<file path="config.mk">
export PLATFORM = sky130hd
export DESIGN_NAME = debounced_logic_gate_n
export DESIGN_NICKNAME = d
export VERILOG_FILES = /design/src/rtl/debounced_logic_gate_n.sv
export SDC_FILE = /design/constraint.sdc
export NUM_CORES = 1
export LEC_CHECK = 0
export CAP_MARGIN = 10
export CORE_MARGIN = 10
export CORE_UTILIZATION = 50
export DETAILED_ROUTE_END_ITERATION = 6
export PLACE_DENSITY = 0.8
export SKIP_CTS_REPAIR_TIMING = 1
export SYNTH_ARGS = -nofsm -noshare
export SYNTH_HDL_FRONTEND = slang
export SYNTH_SLANG_ARGS = --single-unit
</file>
<file path="constraint.sdc">
create_clock -name i_Clk -period 4.9 [get_ports i_Clk]
set_input_delay 0.98 -clock i_Clk [delete_from_list [all_inputs] [get_ports i_Clk]]
set_output_delay 0.98 -clock i_Clk [all_outputs]
set_load 0.02 [all_outputs]
</file>
<file path="src/rtl/debounced_logic_gate_n.sv">
// N-input debounced logic gate: synchronised, debounced switches feed a mode-selectable
// AND/OR/XOR/NAND gate driving a registered LED, plus a saturating LED toggle counter.
module debounced_logic_gate_n #(
  parameter int unsigned NUM_SWITCHES   = 2,
  parameter int unsigned DEBOUNCE_LIMIT = 250000,
  parameter int unsigned COUNT_WIDTH    = 8
) (
  input  logic                    i_Clk,
  input  logic                    i_Rst_L,
  input  logic [NUM_SWITCHES-1:0] i_Switch,
  input  logic [1:0]              i_Mode,
  output logic [NUM_SWITCHES-1:0] o_Switch_Db,
  output logic                    o_LED_1,
  output logic [COUNT_WIDTH-1:0]  o_Toggle_Count
);

  localparam int unsigned CntW = (DEBOUNCE_LIMIT > 1) ? $clog2(DEBOUNCE_LIMIT) : 1;
  localparam logic [CntW-1:0] CntMax = CntW'(DEBOUNCE_LIMIT - 1);

  logic [NUM_SWITCHES-1:0] s1_q, s2_q;
  logic [NUM_SWITCHES-1:0] db_q, db_d;
  logic [CntW-1:0]         cnt_q [NUM_SWITCHES];
  logic [CntW-1:0]         cnt_d [NUM_SWITCHES];
  logic                    led_q, led_d;
  logic [COUNT_WIDTH-1:0]  toggle_q, toggle_d;

  // Per-channel debounce: a change is accepted only after DEBOUNCE_LIMIT differing samples.
  always_comb begin
    db_d = db_q;
    for (int k = 0; k < NUM_SWITCHES; k++) begin
      cnt_d[k] = cnt_q[k];
      if (s2_q[k] == db_q[k]) begin
        cnt_d[k] = '0;
      end else if (cnt_q[k] == CntMax) begin
        db_d[k]  = s2_q[k];
        cnt_d[k] = '0;
      end else begin
        cnt_d[k] = cnt_q[k] + 1'b1;
      end
    end
  end

  always_comb begin
    led_d = 1'b0;
    unique case (i_Mode)
      2'b00:   led_d = &db_q;
      2'b01:   led_d = |db_q;
      2'b10:   led_d = ^db_q;
      2'b11:   led_d = ~&db_q;
      default: led_d = 1'b0;
    endcase
  end

  always_comb begin
    toggle_d = toggle_q;
    if ((led_d != led_q) && (toggle_q != '1)) begin
      toggle_d = toggle_q + 1'b1;
    end
  end

  always_ff @(posedge i_Clk or negedge i_Rst_L) begin
    if (!i_Rst_L) begin
      s1_q     <= '0;
      s2_q     <= '0;
      db_q     <= '0;
      led_q    <= 1'b0;
      toggle_q <= '0;
      for (int k = 0; k < NUM_SWITCHES; k++) begin
        cnt_q[k] <= '0;
      end
    end else begin
      s1_q     <= i_Switch;
      s2_q     <= s1_q;
      db_q     <= db_d;
      led_q    <= led_d;
      toggle_q <= toggle_d;
      for (int k = 0; k < NUM_SWITCHES; k++) begin
        cnt_q[k] <= cnt_d[k];
      end
    end
  end

  assign o_Switch_Db    = db_q;
  assign o_LED_1        = led_q;
  assign o_Toggle_Count = toggle_q;

endmodule
</file>
==> After elaboration in Yosys (flattened, before gate mapping) <==
Index checks and enable logic that the tools add are counted.
{ "classes": {"n_addsub": 3, "eq_ne": 9, "n_mux": 5, "n_bitwise": 2, "n_reduce_logical": 8} }
{ "op_table": {"columns": ["operator", "count"], "rows": [
  ["18-bit two-way mux", 4],
  ["18-bit by 1-bit adder with 18-bit output (second input constant)", 2],
  ["18-bit equality test (second input constant)", 2],
  ["8-bit by 1-bit adder with 8-bit output (second input constant)", 1],
  ["8-bit != test (second input constant)", 1],
  ["2-bit AND reduction", 3],
  ["2-bit equality test (second input constant)", 2],
  ["1-bit one-hot mux with 4 select lines", 1],
  ["1-bit equality test", 2],
  ["2-bit by 1-bit equality test with 1-bit output (second input constant)", 1],
  ["2-bit zero test", 1],
  ["1-bit NOT", 2],
  ["2-bit OR reduction", 1],
  ["2-bit XOR reduction", 1],
  ["1-bit logical AND", 1],
  ["1-bit zero test", 1],
  ["1-bit != test", 1]
]} }
{ "totals": {"regBits": 51, "input_bits": 6, "word_cells": 35} }

==> Longest topological paths before layout <==
{ "depth": {"word_depth": 5, "ltp_mapped": 7, "ltp_nobuf": 7} }

==> Least setup slack after synthesis <==
OpenSTA, ideal clock, no wires.
{ "synth_timing": {"path_kind": "input to register", "from": "in i_Mode[1]", "to": "reg toggle_q[6], in the netlist o_Toggle_Count[6]", "arrival_time_ns": 2.127, "required_time_ns": 4.772, "path_slack_ns": 2.645, "stages": 5, "path_buffers": 0, "path_cell_list": "mux2_4 mux2i_4 xor2_4 nand4_1 mux2_1"} }
{ "synth_via": {"elab_chain_cells": 4, "word_cells_on_any_way": 7, "classes_between": "eq/ne: 4; mux: 1; reduce/logical: 2"} }
{ "synth_lines": {"columns": ["item", "line", "source"], "rows": [
  ["from (decl)", "11", "input logic [1:0] i_Mode,"],
  ["2-bit equality test, or another cell as far along", "45", "unique case (i_Mode)"],
  ["1-bit one-hot mux with 4 select lines *", "45", null],
  ["named net led_d", "24", "logic led_q, led_d;"],
  ["1-bit != test *", "56", "if ((led_d != led_q) && (toggle_q != '1)) begin"],
  ["1-bit logical AND *", "56", null],
  ["to (signal assigned)", "76", "toggle_q <= toggle_d;"],
  ["to (decl)", "25", "logic [COUNT_WIDTH-1:0] toggle_q, toggle_d;"]
]} }
The timed path passes the listed nets; every way through them passes the cells marked *.
A chain may end at the register's enable or synchronous reset.

==> Worst setup path in the final report <==
Same ends and word-level chain as after synthesis.

==> flow_summary.ini <==
[power]
fin_total_pwr_uw = 1010
p_per_area_nw_per_um2 = 365
vdd_drop_max_uv = 153
p_leak_uw = 0.00119

[timing]
setup_viol = 0
final.setup.tns_ns = 0
period_share_pct = 52.2
rsz0062_at_grt = no
worst_pin_slew_ns = 0.697
min_period_ns = 2.56
slew_headroom_pct = 53.5
fmax_ghz = 0.391
hold_viol = 0
fin_skew_ns = 0.0121
fin_ws_ns = 2.34
maxSlewViolCount = 0

[clock_tree]
cts_root_buf = clkbuf_8
cts_inserted_buffers = 5
cts_tree = done
clk_pin_slew_worst_paths_ns = 0.09
clk_latency_ns = 0.31
cts_sinks = 51
cts_buffer_depth = 2
cts.htree.levels = 2

[run_status]
status = finished clean

[floorplan]
die_y_um = 89.7
pin_count = 17
initial_core_util_pct = 51.4
core_area_um2 = 4720
die_area_um2 = 8050
std_cell_rows = 25
die_w_um = 89.7

[hold_path]
hold_depth = 0
hp-start = s1_q[1]
hold_class = reg -> reg
hold_end = s2_q[1]

[logic_synthesis]
synth_area_per_cell_um2 = 10.5
synthFlopType = dfrtp_1
synth_cell_types = 32
synth_top_area_share_pct = 52.6
ys_seq_area_share_pct = 52.6
async_flop_share_pct = 100
ys_ff_latch = 51
synth_cells = 232
synth_nets = 243
synthesis.area_um2 = 2430
netlist.top_cell.by_area = dfrtp_1
ys_warn_count = 0
ys_top_cells_by_area = dfrtp_1 (53%), xnor2_1 (7.2%), nor2_1 (7.0%)
synth_enable_flop_cells = 0

[drt]
routed_wl_um = 4220
post-route-drc-count = 0
wl_per_cell_um = 13.2
drt_first_pass_iters = 4
via_count = 1675
viasPerCell = 5.23
drtIter0Drc = 79
ant_nets = 0

[flow_run]
cap_violations = 0

[global_route]
grt_antenna_before_repair = 0
grt_pass1_wl_um = 7490
grt_max_degree = 52
track_usage_pct = 11.9
grt-ovfl-total = 0
grt_pass1_vias = 1693

[setup_path]
rr_worst_depth = 5
endpoint_kind = flip-flop
reg2reg_from = cnt_q[0]
required_ns = 5.10
reg2reg_to = cnt_q[3]
critPathLaunchType = input port
arrival_ns = 2.76
path_max_fanout = 8
critPathKind = in -> reg
timing.reg2reg.setup_slack_ns = 2.83

[place]
dpl_worst_slack_ns = 2.01
globalplace.congestion = 0.793
dp_hpwl_um = 2950
post-place-cells = 312
placement.io_buffers = 16

[final_layout]
fin_nets = 263
finalNonFillerCells = 320
area_delta_synth_final_pct = 14.3
layout-drive-gt1-share_pct = 7.11
antenna_cells = 0
[critical path: stages]
cell             delay (ns)
clkdlybuf4s50_1        0.53
mux2_4                 0.33
mux2i_4                0.21
xor2_4                 0.25
nand4_1                0.13
mux2_1                 0.32
[layout make-up]
type,count,area (um2)
fillers,407,1950
flip-flops and latches,51,1280
multi-input cells,172,1100
repair buffers,17,163
well taps,67,83.8
clock buffers,6,72.6
clock inverters,2,60.1
inverters,5,18.8
[Yosys cell counts (2+ instances only)]
cell and number:
inv_1 5, nand2_1 19, nand4_1 8, and3_2 2, nor2_1 45, dfrtp_1 51, xor2_1 18, mux2_4 2
nand3b_1 2, and4_1 2, o21ai_0 3, ha_1 5, and3_1 8, nor3_1 2, nor4_1 5, buf_4 2
nand3_1 17, xnor2_1 20, a21oi_1 3
[layout by cell type (no fill, tap or decap), types with 2 or more instances in the layout]
cell and n:
ha_1 5, nor2_1 45, o21ai_0 3, xnor2_1 20, nand3_1 17, mux2_4 2
and3_2 2, dfrtp_1 51, a21oi_1 3, clkdlybuf4s50_1 15, and3_1 8, bufinv_16 2
nor4_1 5, and4_1 2, inv_1 5, nand2_1 19, clkbuf_8 5, nor3_1 2
nand3b_1 2, nand4_1 8, xor2_1 18
[cell families after synthesis]
family / after synthesis / share of synthesized area [%]
AOI/OAI and AO/OA: 6 / 1.24
xor gates and xnor gates: 39 / 14.8
adders and majority gates: 5 / 2.58
buffers and inverters: 9 / 2.06
DFF: 51 / 52.6
muxes: 5 / 3.04
and+or+nand+nor: 117 / 23.7
[power by group]
group / switching (uW) / total (uW) / leakage, uW / internal, uW
combinational: 89.2 / 180 / 0.000437 / 90.5
clock: 135 / 339 / 0.0000654 / 204
sequential: 42.3 / 496 / 0.000685 / 453
total: 266 / 1010 / 0.00119 / 748
[per-stage QoR]
stage / hold WS [ns] / instance area (um2) / util, %
2_1_floorplan: 0.331 / 2430 / -
3_3_place_gp: 0.335 / 2640 / 56.0
3_5_place_dp: 0.343 / 2640 / 56.0
4_1_cts: 0.362 / 2780 / 58.8
5_1_grt: 0.375 / 2780 / 58.8
6_report: 0.359 / 2780 / 58.8
[metal layers]
layer  GRT usage (%)  routed length, um
met1            14.4               1970
met2            19.2               2000
met3            3.70                189
met4            4.77                 64
met5               0                  0
[worst max path at each step]
stage                   endpoint  depth (start not counted)      start
6_report       o_Toggle_Count[6]                          6  i_Mode[1]
3_5_place_dp   o_Toggle_Count[6]                          6  i_Mode[1]
3_3_place_gp   o_Toggle_Count[6]                          6  i_Mode[1]
4_1_cts        o_Toggle_Count[6]                          6  i_Mode[1]
5_1_grt        o_Toggle_Count[6]                          6  i_Mode[1]
2_1_floorplan  o_Toggle_Count[6]                          5  i_Mode[1]
[sequential cells by signal, indices dropped and copies added (netlist names)]
name / flops
cnt_q: 36
o_Toggle_Count: 8
o_Switch_Db: 2
s1_q: 2
s2_q: 2
o_LED_1: 1
Note: power is estimated with default switching activity, not from simulation.
